### src/rtl/ram_arbiter.sv
// rtl/ram_arbiter.sv - two-requester arbiter and access sequencer for RAM16K
//
// Purpose: serialises read/write requests from requester A (CPU data port) and
// requester B (DMA/screen refresh) onto the single RAM16K port. Every
// transaction takes three cycles: IDLE (grant) -> ACCESS -> ACK.
// Optional feature macro: RAM_ARB_RR_EN (round-robin tie break); without it
// A has fixed priority over B.
//
// Ports:
//   clock, reset            clock, asynchronous active-low reset
//   a_req/a_we/a_addr/a_wdata  requester A request fields
//   a_ack, a_rdata          A one-cycle completion pulse and returned data
//   b_*                     same set for requester B
//   ram_in/ram_load/ram_address  registered RAM16K drive
//   ram_out                 RAM16K read data (combinational from address)
//   busy                    high while in ACCESS or ACK
module ram_arbiter (
    input  logic        clock,
    input  logic        reset,
    input  logic        a_req,
    input  logic        a_we,
    input  logic [13:0] a_addr,
    input  logic [15:0] a_wdata,
    output logic        a_ack,
    output logic [15:0] a_rdata,
    input  logic        b_req,
    input  logic        b_we,
    input  logic [13:0] b_addr,
    input  logic [15:0] b_wdata,
    output logic        b_ack,
    output logic [15:0] b_rdata,
    output logic [15:0] ram_in,
    output logic        ram_load,
    output logic [13:0] ram_address,
    input  logic [15:0] ram_out,
    output logic        busy
);

    typedef enum logic [1:0] {
        S_IDLE   = 2'd0,
        S_ACCESS = 2'd1,
        S_ACK    = 2'd2
    } state_t;

    state_t      r_state;
    state_t      w_state_nxt;
    logic        w_start;
    logic        w_grant_b;

    logic        r_owner_b;
    logic [13:0] r_addr;
    logic [15:0] r_wdata;
    logic        r_load;
    logic        r_a_ack;
    logic        r_b_ack;
    logic [15:0] r_a_rdata;
    logic [15:0] r_b_rdata;

`ifdef RAM_ARB_RR_EN
    // Remembers the last winner; on a tie the other requester is served.
    logic        r_last_b;

    assign w_grant_b = b_req & (~a_req | ~r_last_b);

    always_ff @(posedge clock or negedge reset) begin
        if (!reset) begin
            r_last_b <= 1'b1;
        end else if (w_start) begin
            r_last_b <= w_grant_b;
        end
    end
`else
    // Fixed priority: B is served only when A is not asking.
    assign w_grant_b = b_req & ~a_req;
`endif

    always_ff @(posedge clock or negedge reset) begin
        if (!reset) begin
            r_state <= S_IDLE;
        end else begin
            r_state <= w_state_nxt;
        end
    end

    always_comb begin
        w_state_nxt = r_state;
        w_start     = 1'b0;
        case (r_state)
            S_IDLE: begin
                if (a_req || b_req) begin
                    w_start     = 1'b1;
                    w_state_nxt = S_ACCESS;
                end
            end
            S_ACCESS: w_state_nxt = S_ACK;
            S_ACK:    w_state_nxt = S_IDLE;
            default:  w_state_nxt = S_IDLE;
        endcase
    end

    // Datapath: request fields are latched at the grant edge so the RAM sees
    // stable inputs for the whole ACCESS cycle. ram_out is sampled at the end
    // of ACCESS, i.e. before a write lands, so writes return the old word.
    always_ff @(posedge clock or negedge reset) begin
        if (!reset) begin
            r_owner_b <= 1'b0;
            r_addr    <= 14'd0;
            r_wdata   <= 16'd0;
            r_load    <= 1'b0;
            r_a_ack   <= 1'b0;
            r_b_ack   <= 1'b0;
            r_a_rdata <= 16'd0;
            r_b_rdata <= 16'd0;
        end else begin
            r_a_ack <= 1'b0;
            r_b_ack <= 1'b0;
            if (w_start) begin
                r_owner_b <= w_grant_b;
                r_addr    <= w_grant_b ? b_addr  : a_addr;
                r_wdata   <= w_grant_b ? b_wdata : a_wdata;
                r_load    <= w_grant_b ? b_we    : a_we;
            end
            if (r_state == S_ACCESS) begin
                r_load <= 1'b0;
                if (r_owner_b) begin
                    r_b_rdata <= ram_out;
                    r_b_ack   <= 1'b1;
                end else begin
                    r_a_rdata <= ram_out;
                    r_a_ack   <= 1'b1;
                end
            end
        end
    end

    assign ram_address = r_addr;
    assign ram_in      = r_wdata;
    assign ram_load    = r_load;
    assign a_ack       = r_a_ack;
    assign b_ack       = r_b_ack;
    assign a_rdata     = r_a_rdata;
    assign b_rdata     = r_b_rdata;
    assign busy        = (r_state != S_IDLE);

endmodule

### config.mk
export PLATFORM = sky130hd
export DESIGN_NAME = ram_arbiter
export DESIGN_NICKNAME = d
export VERILOG_FILES = /design/src/rtl/ram_arbiter.sv
export SDC_FILE = /design/constraint.sdc
export NUM_CORES = 1
export LEC_CHECK = 0
export BUFFER_PORTS_ARGS = -buffer_cell sky130_fd_sc_hd__clkbuf_2
export CORE_MARGIN = 2
export CORE_UTILIZATION = 49
export DETAILED_ROUTE_END_ITERATION = 10
export GPL_TIMING_DRIVEN = 1
export PLACE_DENSITY = 0.85
export SYNTH_ARGS = -nofsm -noshare
export SYNTH_HDL_FRONTEND = slang
export SYNTH_SLANG_ARGS = --single-unit
### constraint.sdc
create_clock -name clock -period 3.9 [get_ports clock]
set_input_delay 0.195 -clock clock [delete_from_list [all_inputs] [get_ports clock]]
set_output_delay 0.195 -clock clock [all_outputs]
set_load 0.02 [all_outputs]
After elaboration in Yosys (flattened, before gate mapping)
Cells that the tools add are included.

word-level totals
  bits in registers = 68
  input port bits = 82
  word-level logic and storage cells = 33

cells by class
  equal/unequal tests = 2
  multiplexer cells = 13
  bitwise logic cells = 3
  reductions and logical operators = 6

operator list
  kind                                                             number
  16-bit two-way mux                                               1
  14-bit two-way mux                                               1
  1-bit two-way mux                                                9
  2-bit case mux with 2 select lines                               1
  2-bit AND reduction                                              2
  2-bit nonzero test                                               2
  2-bit by 1-bit == test with 1-bit output, second input constant  1
  2-bit zero test                                                  1
  2-bit two-way mux                                                1
  2-bit != test, second input constant                             1
  1-bit inverter                                                   2
  1-bit AND                                                        1
  1-bit logical OR                                                 1

Longest topological paths before layout
Gate-level depths: netlist (run 1).

  word-level depth = 5
  mapped depth = 5

Least setup slack after synthesis (run 1)
No wires, ideal clock.

  path type = register to register
  start = register r_state[1]
  end = register r_wdata[2] (netlist: ram_in[2])
  setup time = 0.125 ns
  data arrival time = 1.275 ns
  path slack = 2.500 ns
  cell stages (with the launch flop) = 5
  path buffers = 1
  period minus slack after synthesis = 1.400 ns
  cells stage by stage = dfrtp_1 > nor2_2 > o21a_1 > buf_4 > mux2_2

between the ends
  word-level cells in the longest chain between the ends = 2

RTL lines
  item                      line  RTL
  start: declaration        45    state_t r_state;
  start signal: assignment  81    r_state <= w_state_nxt;
  2-bit zero test           88    case (r_state)
  1-bit two-way mux         88
  end signal: assignment    120   r_wdata <= w_grant_b ? b_wdata : a_wdata;
  end: declaration          52    logic [15:0] r_wdata;

Every way passes these cells.
A chain may end at the register's enable or synchronous reset.

Worst setup path in the final report (run 1)
  start = register r_state[1]
  end = register r_addr[6] (netlist: ram_address[6])

between the ends
  word-level cells in the longest chain between the ends = 2

RTL lines
  item                    line  RTL
  2-bit zero test         88
  1-bit two-way mux       88
  end signal: assignment  119   r_addr <= w_grant_b ? b_addr : a_addr;
  end: declaration        51    logic [13:0] r_addr;

Every way passes these cells.

==> flow_summary.ini, run 1 <==
[drt]
wire_per_inst_um = 14.0
num_vias = 2018
routed_wl_um = 5830
drc = 0
drtIter0Drc = 48
viasPerCell = 4.86
drt_pre_antenna_iters = 3
ant_nets = 0

[grt]
overflow = 0
grt_pass1_vias = 1965
grt_max_degree = 37
antenna_found_initial = 0
gr-usage-all-layers = 0.173
grt_pass1_wl_um = 8640

[yosys]
yosysSeqAreaShare = 0.573
postSynth.asyncResetShare = 1.00
yosys-top-cells-count = 78 x mux2_2, 68 x dfrtp_1, 14 x mux2_4, 5 x buf_6
syn_area_um2 = 2970
yosys_warnings = 0
ys.flop_type = dfrtp_1
synth-edff-count = 0
yosysMostFrequentCell = mux2_2
synthTopCellsByArea = dfrtp_1 57%, mux2_2 30%, mux2_4 7.1%
synth.avg_cell_area_um2 = 16.2
synth.distinct_cells = 17
synth.net_count = 265
synth_top_area_frac = 0.573
synth_seq_cells = 68
yosys.area.top_type = dfrtp_1
syn_inst = 183

[status]
run_status = finished, final reports clean

[power_and_ir_drop]
leakage_nw = 1.99
vdd_drop_max_mv = 0.537
powerDensity_nw_per_um2 = 867

[sta]
worst_hold_slack_ps = 111
period_share = 0.477
skew_ps = 6.75
period_needed_ps = 1860
finalSetupViolCount = 0
drv_slew = 0
worst_pin_slew_ps = 835
max_slew_margin = 0.444
rsz0062_at_grt = no
hold_viol_final = 0
fmax_ghz = 0.538
tns_ps = 0

[hold_path]
min_path_type = in -> reg
hold_start = ram_out[12]

[die]
num_rows = 28
die_area_um2 = 6700
die_w_um = 81.9
die_y_um = 81.9
ioPinCount = 148
start_util = 0.505
placeableCoreArea_um2 = 5890

[cells_and_area]
n_antenna_cell = 0
area_growth_syn_to_layout_pct = 32.1
final_net_count = 417
layout-drive-gt1-share = 0.762
fill_cells = 457
final-instance-count-excl-fill = 415

[clock_tree]
cts_buffers = 9
cts.clk_slew.worst_paths_ps = 70
h-tree-depth = 3
clkSinkCount = 68
clockBufferDepth = 2
insertion_delay_ps = 330
cts-root-buf = clkbuf_8
cts_tree = yes

[worst_setup_path]
crit_path_start_kind = flip-flop
path_buf_inv = 1
max_stage_delay_ps = 430
crit_slowest_cell = dfrtp_1
crit_arrival_ps = 2070
path_class = reg -> reg
cp.required_ps = 4110
crit_start = r_state[1]
critical_path.endpoint_type = flip-flop
r2r-start = r_state[1]
crit_fanout = 25
cp_top_family = flip-flops
crit_chain = nor2_2 -> o21a_1 -> buf_4 -> mux2_2

[place]
io_buffer_count = 147
dp_hpwl_um = 4470
place_inst = 398
gp_congestion = 0.681

[run]
drv_cap = 0
-- metal layers --
layer / vias to the layer above / track usage / wire [µm] / part of all wire
li1: 955 / - / - / -
met1: 960 / 0.196 / 2400 / 0.41
met2: 94 / 0.298 / 2860 / 0.49
met3: 9 / 0.0527 / 500 / 0.086
met4: 0 / 0.0817 / 71 / 0.012
met5: - / 0 / 0 / 0
-- what timing repair did --
item | 4_1_cts | 5_1_grt
gates resized for setup | 0 | 0
hold endpoints to repair | 32 | 0
setup buffers | 0 | 0
hold buffers | 1 | 0
setup endpoints to repair | 0 | 0
-- area by class of cell --
cell class / count / area, µm² / share of cell area
flip-flops and latches: 68 / 1700 / 0.433
multi-input cells: 103 / 1170 / 0.299
repair buffers: 150 / 761 / 0.194
clock buffers: 11 / 131 / 0.0335
well taps: 75 / 93.8 / 0.0239
clock inverters: 5 / 52.6 / 0.0134
inverters: 3 / 11.3 / 0.00287
-- registers in the layout (all words and copies together), names as in the netlist --
| name | flops |
|---|---|
| ram_load | 1 |
| a_rdata | 16 |
| r_state | 2 |
| b_ack | 1 |
| b_rdata | 16 |
| ram_address | 14 |
| ram_in | 16 |
| r_owner_b | 1 |
| a_ack | 1 |
-- metrics by stage --
step                      setup WS (ps)  cell area, µm²  power (mW)   util
after floorplan                    2500            2970        2.39      -
after detailed placement           2050            3730        2.90  0.634
after global routing               1940            3930        3.60  0.667
final                              2040            3930        3.40  0.667
after CTS                          2040            3930        3.45  0.667
after global placement             2110            3730        2.85  0.634
-- cells by family after synthesis --
kind of cell	Yosys count	share of synthesized area
DFF	68	0.573
AOI/OAI and AO/OA	5	0.0118
muxes	92	0.366
and+or+nand+nor	6	0.0173
buffers and inverters	12	0.0320
-- layout by cell type, fill, tap and decap left out, types with 2 or more instances in the layout --
| master | Yosys | layout |
|---|---|---|
| inv_1 | 3 | 3 |
| buf_4 | 3 | 2 |
| dfrtp_1 | 68 | 68 |
| clkbuf_2 | 0 | 146 |
| a21oi_1 | 2 | 2 |
| clkbuf_1 | 0 | 2 |
| clkinv_2 | 0 | 3 |
| clkbuf_8 | 0 | 9 |
| mux2_4 | 14 | 14 |
| mux2_2 | 78 | 78 |
-- final timing paths --
path | to | slack, ps | cells past startpoint
worst max-delay path | ram_address[6] | 2040 | 4
worst min-delay path | a_rdata[12] | 110 | 2
worst max register to register | ram_address[6] | 2040 | 4
worst min register to register | ram_in[13] | 510 | 1
max in group asynchronous | r_owner_b | 2540 | 3
min in group asynchronous | b_rdata[14] | 440 | 2
-- power breakdown --
part | switching, mW | leakage [nW] | internal (mW)
clock network | 0.246 | 0.0931 | 0.292
logic | 0.861 | 1.10 | 0.739
registers | 0.194 | 0.801 | 1.07
total | 1.30 | 1.99 | 2.10
Note: power is estimated with default switching activity, not from simulation.
==> run 2, diff against run 1 <==
Settings changed: CORE_UTILIZATION 49 to 41, PLACE_DENSITY 0.85 to 0.76.
Clock period 3.9 ns to 1.6 ns, I/O delays scaled along.
==> run 2 against run 1 <==
- fmax increased by 26%
- first-iteration DRC count decreased by 4.2%
- combinational power increased to 2.5 times the previous value
- sequential power increased by 140%
- total power increased by 140%
- global-route usage decreased by 2.2 points
- clock-buffer cell count decreased by 1
- via count increased by 2.5%
- clock power increased by 110%
- setup slack got worse by 1900 ps
- routed wire length increased by 7.9%
- critical endpoint is now ram_address[2]
- largest cell class unchanged
==> flow_summary.ini, run 2 (synthesis gave the netlist of run 1 again) <==
[cells_and_area]
area_growth_syn_to_layout_pct = 38.9
final_net_count = 436
final_core_util = 0.578
n_antenna_cell = 0
mostFrequentLayoutCells = 146 x clkbuf_2, 78 x mux2_2, 68 x dfrtp_1
final_common_cell = clkbuf_2
layout-drive-gt1-share = 0.728
final-instance-count-excl-fill = 455

[die]
die_w_um = 89.1
start_util = 0.416
num_rows = 31
die_area_um2 = 7950
die_y_um = 89.1
ioPinCount = 148
placeableCoreArea_um2 = 7140

[clock_tree]
clockBufferDepth = 2
cts_setup_buffers = 0
cts_resized = 0
cts-root-buf = clkbuf_8
insertion_delay_ps = 330
h-tree-depth = 3
cts_tree = yes
clkSinkCount = 68
cts.clk_slew.worst_paths_ps = 70
cts_buffers = 9

[power_and_ir_drop]
vdd_drop_max_mv = 1.01
swShare = 0.387
comb_power_share = 0.489
power_switching_mw = 3.19
powerDensity_nw_per_um2 = 1990
leakage_nw = 2.06
intPower_mw = 5.04
p_clk_frac = 0.135
power_frac_seq = 0.376

[sta]
worst_hold_slack_ps = 111
finalSetupViolCount = 0
max_slew_margin = 0.694
fmax_ghz = 0.677
tns_ps = 0
worst_pin_slew_ps = 459
rsz0062_at_grt = no
hold_viol_final = 0
period_needed_ps = 1480
skew_ps = 8.05
period_share = 0.923
drv_slew = 0

[grt]
grt_pass1_vias = 1943
gr-usage-all-layers = 0.151
grt_pass1_wl_um = 9010
grt_max_degree = 38
overflow = 0
antenna_found_initial = 0

[drt]
drc = 0
ant_nets = 0
wire_per_inst_um = 13.8
num_vias = 2069
drtIter0Drc = 46
drt_pre_antenna_iters = 3
viasPerCell = 4.55
routed_wl_um = 6290

[hold_path]
whs_endpoint = ram_address[0]
hold_start = b_addr[0]
min_path_type = in -> reg
hold_depth = 3

[place]
place_inst = 424
gp_congestion = 0.698
dp_hpwl_um = 4590
io_buffer_count = 147

[run]
drv_cap = 0

[worst_setup_path]
rr_worst_depth = 4
crit_cells = 4
max_stage_delay_ps = 430
crit_path_start_kind = flip-flop
rr_endpoint = ram_address[2]
crit_slowest_cell = dfrtp_1
path_buf_inv = 1
cp_top_family = flip-flops
path_class = reg -> reg
crit_fanout = 32
r2r_slack_ps = 120
cp.required_ps = 1810
crit_chain = nor2_2 -> o21a_1 -> buf_12 -> mux2_2
crit_arrival_ps = 1680
r2r-start = r_state[1]
critical_path.endpoint_type = flip-flop

[status]
run_status = finished, final reports clean
[run 2: cell types whose count changed in the layout (fill, tap and decap cells not counted)]
cell           delta
buf_12            +2
bufinv_16         -1
clkbuf_1          -1
clkinv_2          -1
dlygate4sd3_1    +17
[run 2: timing repair]
| action | in CTS | in global routing |
|---|---|---|
| hold endpoints to repair | 96 | 2 |
| hold buffers | 17 | 1 |
| endpoints found under the setup margin | 0 | 0 |
[run 2: area by class of cell]
type                    count  area (µm²)
well taps                  99         124
inverters                   3        11.3
clock buffers              10         128
multi-input cells         103        1170
clock inverters             3        17.5
fillers                   615        3010
repair buffers            169         971
flip-flops and latches     68        1700
[run 2: power groups by stage]
stage | clock network, mW | registers, mW | logic (mW)
global route | 1.23 | 3.20 | 4.31
floorplan | 0 | 4.11 | 1.72
CTS | 1.15 | 3.10 | 4.08
finish | 1.11 | 3.10 | 4.02
detailed placement | 0 | 3.12 | 4.04
global placement | 0 | 3.10 | 3.95
[run 2: stage by stage]
stage	total power, mW	setup WS (ps)	instance area (µm²)
global route	8.74	40.3	4130
CTS	8.34	106	4120
global placement	7.04	181	3800
floorplan	5.83	200	2970
detailed placement	7.16	125	3800
finish	8.23	124	4130
[run 2: tightest hold or removal path: stages]
cell and delay [ps]:
clkbuf_2 70, mux2_2 120, mux2_2 130
[run 2: layer usage]
metal / up-vias / routed length [µm] / track usage
li1: 987 / - / -
met2: 96 / 3230 / 0.261
met1: 982 / 2480 / 0.171
met3: 4 / 540 / 0.0563
met5: - / 0 / 0
met4: 0 / 46 / 0.0529
[run 2: worst max path at each step]
stage               start               to
2_1_floorplan  r_state[1]        ram_in[2]
3_3_place_gp   r_state[1]   ram_address[3]
3_5_place_dp   r_state[1]   ram_address[2]
4_1_cts        r_state[1]   ram_address[2]
5_1_grt        r_state[1]  ram_address[13]
6_report       r_state[1]   ram_address[2]
==> run 3, diff against run 2 <==
Settings changed: ABC_AREA set to 1, CORE_UTILIZATION 41 to 42, PLACE_DENSITY 0.76 to 0.77.
==> run 3 against run 2 <==
- core utilization up 1.4 points
- clock-buffer cell count unchanged
- setup slack better by 210 ps
- non-clock buffer count down 3
- routed wire length up 17%
- clock skew about the same
- cell area up 2.4%
- hold slack worse by 100 ps
- sequential cell count unchanged
- combinational power down 6.7%
- register-to-register slack better by 210 ps
- cell count up 40%
==> flow_summary.ini, run 3 <==
[status]
run_status = finished, final reports clean

[power_and_ir_drop]
swShare = 0.428
power.total_mw = 8.48
vdd_drop_max_mv = 1.04
p_clk_frac = 0.202
comb_power_share = 0.441
powerDensity_nw_per_um2 = 2010
power_frac_seq = 0.357
intPower_mw = 4.85
power_switching_mw = 3.63
leakage_nw = 2.54

[worst_setup_path]
crit_path_start_kind = flip-flop
path_buf_inv = 1
crit_arrival_ps = 1530
cp_top_family = flip-flops
crit_cells = 5
crit_fanout = 31
crit_chain = nor2_2 -> nand2_2 -> inv_2 -> nand2_1 -> nand2_1
critPathMostFrequentCell = nand2_1
rr_worst_depth = 5
cp.required_ps = 1870
critical_path.endpoint_type = flip-flop
crit_slowest_cell = dfrtp_1
max_stage_delay_ps = 420
path_class = reg -> reg

[drt]
num_vias = 2822
routed_wl_um = 7380
viasPerCell = 4.42
drt_pre_antenna_iters = 6
wire_per_inst_um = 11.6
drc = 0
drtIter0Drc = 145
ant_nets = 0

[sta]
period_share = 0.792
fmax_ghz = 0.790
skew_ps = 8.44
period_needed_ps = 1270
hold_viol_final = 0
timing.final.ws_setup_ps = 334
tns_ps = 0
drv_slew = 0
worst_pin_slew_ps = 510
rsz0062_at_grt = no
max_slew_margin = 0.660
finalSetupViolCount = 0

[yosys]
synthTopCellsByArea = dfrtp_1 56%, nand2_1 27%, o21ai_2 5.2%
yosysMostFrequentCell = nand2_1
ys.flop_type = dfrtp_1
yosys-top-cells-count = 219 x nand2_1, 68 x dfrtp_1, 24 x inv_1, 18 x o21ai_2, 14 x o21ai_1
synth_seq_cells = 68
yosys_warnings = 0
synth_top_area_frac = 0.556
postSynth.asyncResetShare = 1.00
yosysSeqAreaShare = 0.556
syn_inst = 375
synth-edff-count = 0
synth.net_count = 457
yosys.area.top_type = dfrtp_1
syn_area_um2 = 3060
synth.distinct_cells = 16
synth.avg_cell_area_um2 = 8.16

[die]
die_w_um = 89.3
die_y_um = 89.3
num_rows = 31
ioPinCount = 148
die_area_um2 = 7980
start_util = 0.429
placeableCoreArea_um2 = 7140

[run]
drv_cap = 0

[clock_tree]
cts_buffers = 9
clockBufferDepth = 2
cts-root-buf = clkbuf_8
cts_resized = 0
clkSinkCount = 68
cts_setup_buffers = 0
cts_tree = yes
h-tree-depth = 3
insertion_delay_ps = 330
cts.clk_slew.worst_paths_ps = 70
cts_hold_buf = 13

[grt]
grt_pass1_wl_um = 11500
overflow = 0
antenna_found_initial = 0
gr-usage-all-layers = 0.185
grt_pass1_vias = 2601
grt_max_degree = 42

[cells_and_area]
mostFrequentLayoutCells = 219 x nand2_1, 146 x clkbuf_2, 68 x dfrtp_1
final_common_cell = nand2_1
layout-drive-gt1-share = 0.362
area_growth_syn_to_layout_pct = 38.1
n_antenna_cell = 0
final_core_util = 0.592
multi_input_area_um2 = 1120
final_net_count = 616
fill_cells = 696
seqCellArea_um2 = 1700

[place]
pre_cts_slack_ps = 327
gp_congestion = 0.754
io_buffer_count = 147
dp_hpwl_um = 5340

[hold_path]
hold_depth = 3
min_path_type = in -> reg
## run 3: cell type report
type | count | area share
Sequential cell | 68 | 0.403
Multi-Input combinational cell | 262 | 0.266
Timing Repair Buffer | 166 | 0.219
Clock buffer | 10 | 0.0326
Tap cell | 99 | 0.0293
Clock inverter | 6 | 0.0264
Inverter | 27 | 0.0240
## run 3: cells by family after synthesis
logic type | share of synthesized area
buffers and inverters | 0.0773
and+or+nand+nor | 0.290
AOI/OAI and AO/OA | 0.0761
DFF | 0.556
## run 3: final timing paths
path / from / to / slack, ps
max: r_state[1] / ram_in[3] / 330
min: ram_out[15] / b_rdata[15] / 9
max reg2reg: r_state[1] / ram_in[3] / 330
min reg2reg: ram_address[11] / ram_address[11] / 480
max in group asynchronous: reset / b_ack / 880
min in group asynchronous: reset / ram_in[2] / 300
## run 3: worst reg2reg max path: cells and delay by family (launching register included)
family / cells / cell delay (ps)
buf+inv: 1 / 380
flops: 1 / 420
simple gates: 4 / 410
## run 3: power groups by stage
stage	registers, mW	clock network, mW	logic (mW)
after floorplan	3.97	0	1.67
after global placement	3.03	0	3.68
after detailed placement	3.05	0	3.77
after CTS	3.03	1.76	3.80
after global routing	3.13	1.84	4.17
final	3.03	1.71	3.75
## run 3: through the flow
stage | cell area, µm² | hold WS [ps] | std cells
6_report | 4230 | 9.38 | 638
5_1_grt | 4230 | 11.8 | 638
4_1_cts | 4220 | 0.0233 | 637
3_5_place_dp | 3840 | 112 | 608
3_3_place_gp | 3840 | 105 | 608
2_1_floorplan | 3060 | -216 | 375
## run 3: metal layers
metal,share of wire,up-vias,global-route usage
met3,0.042,14,0.0295
li1,-,1448,-
met2,0.52,69,0.318
met1,0.42,1291,0.229
met4,0.020,0,0.0828
met5,0,-,0
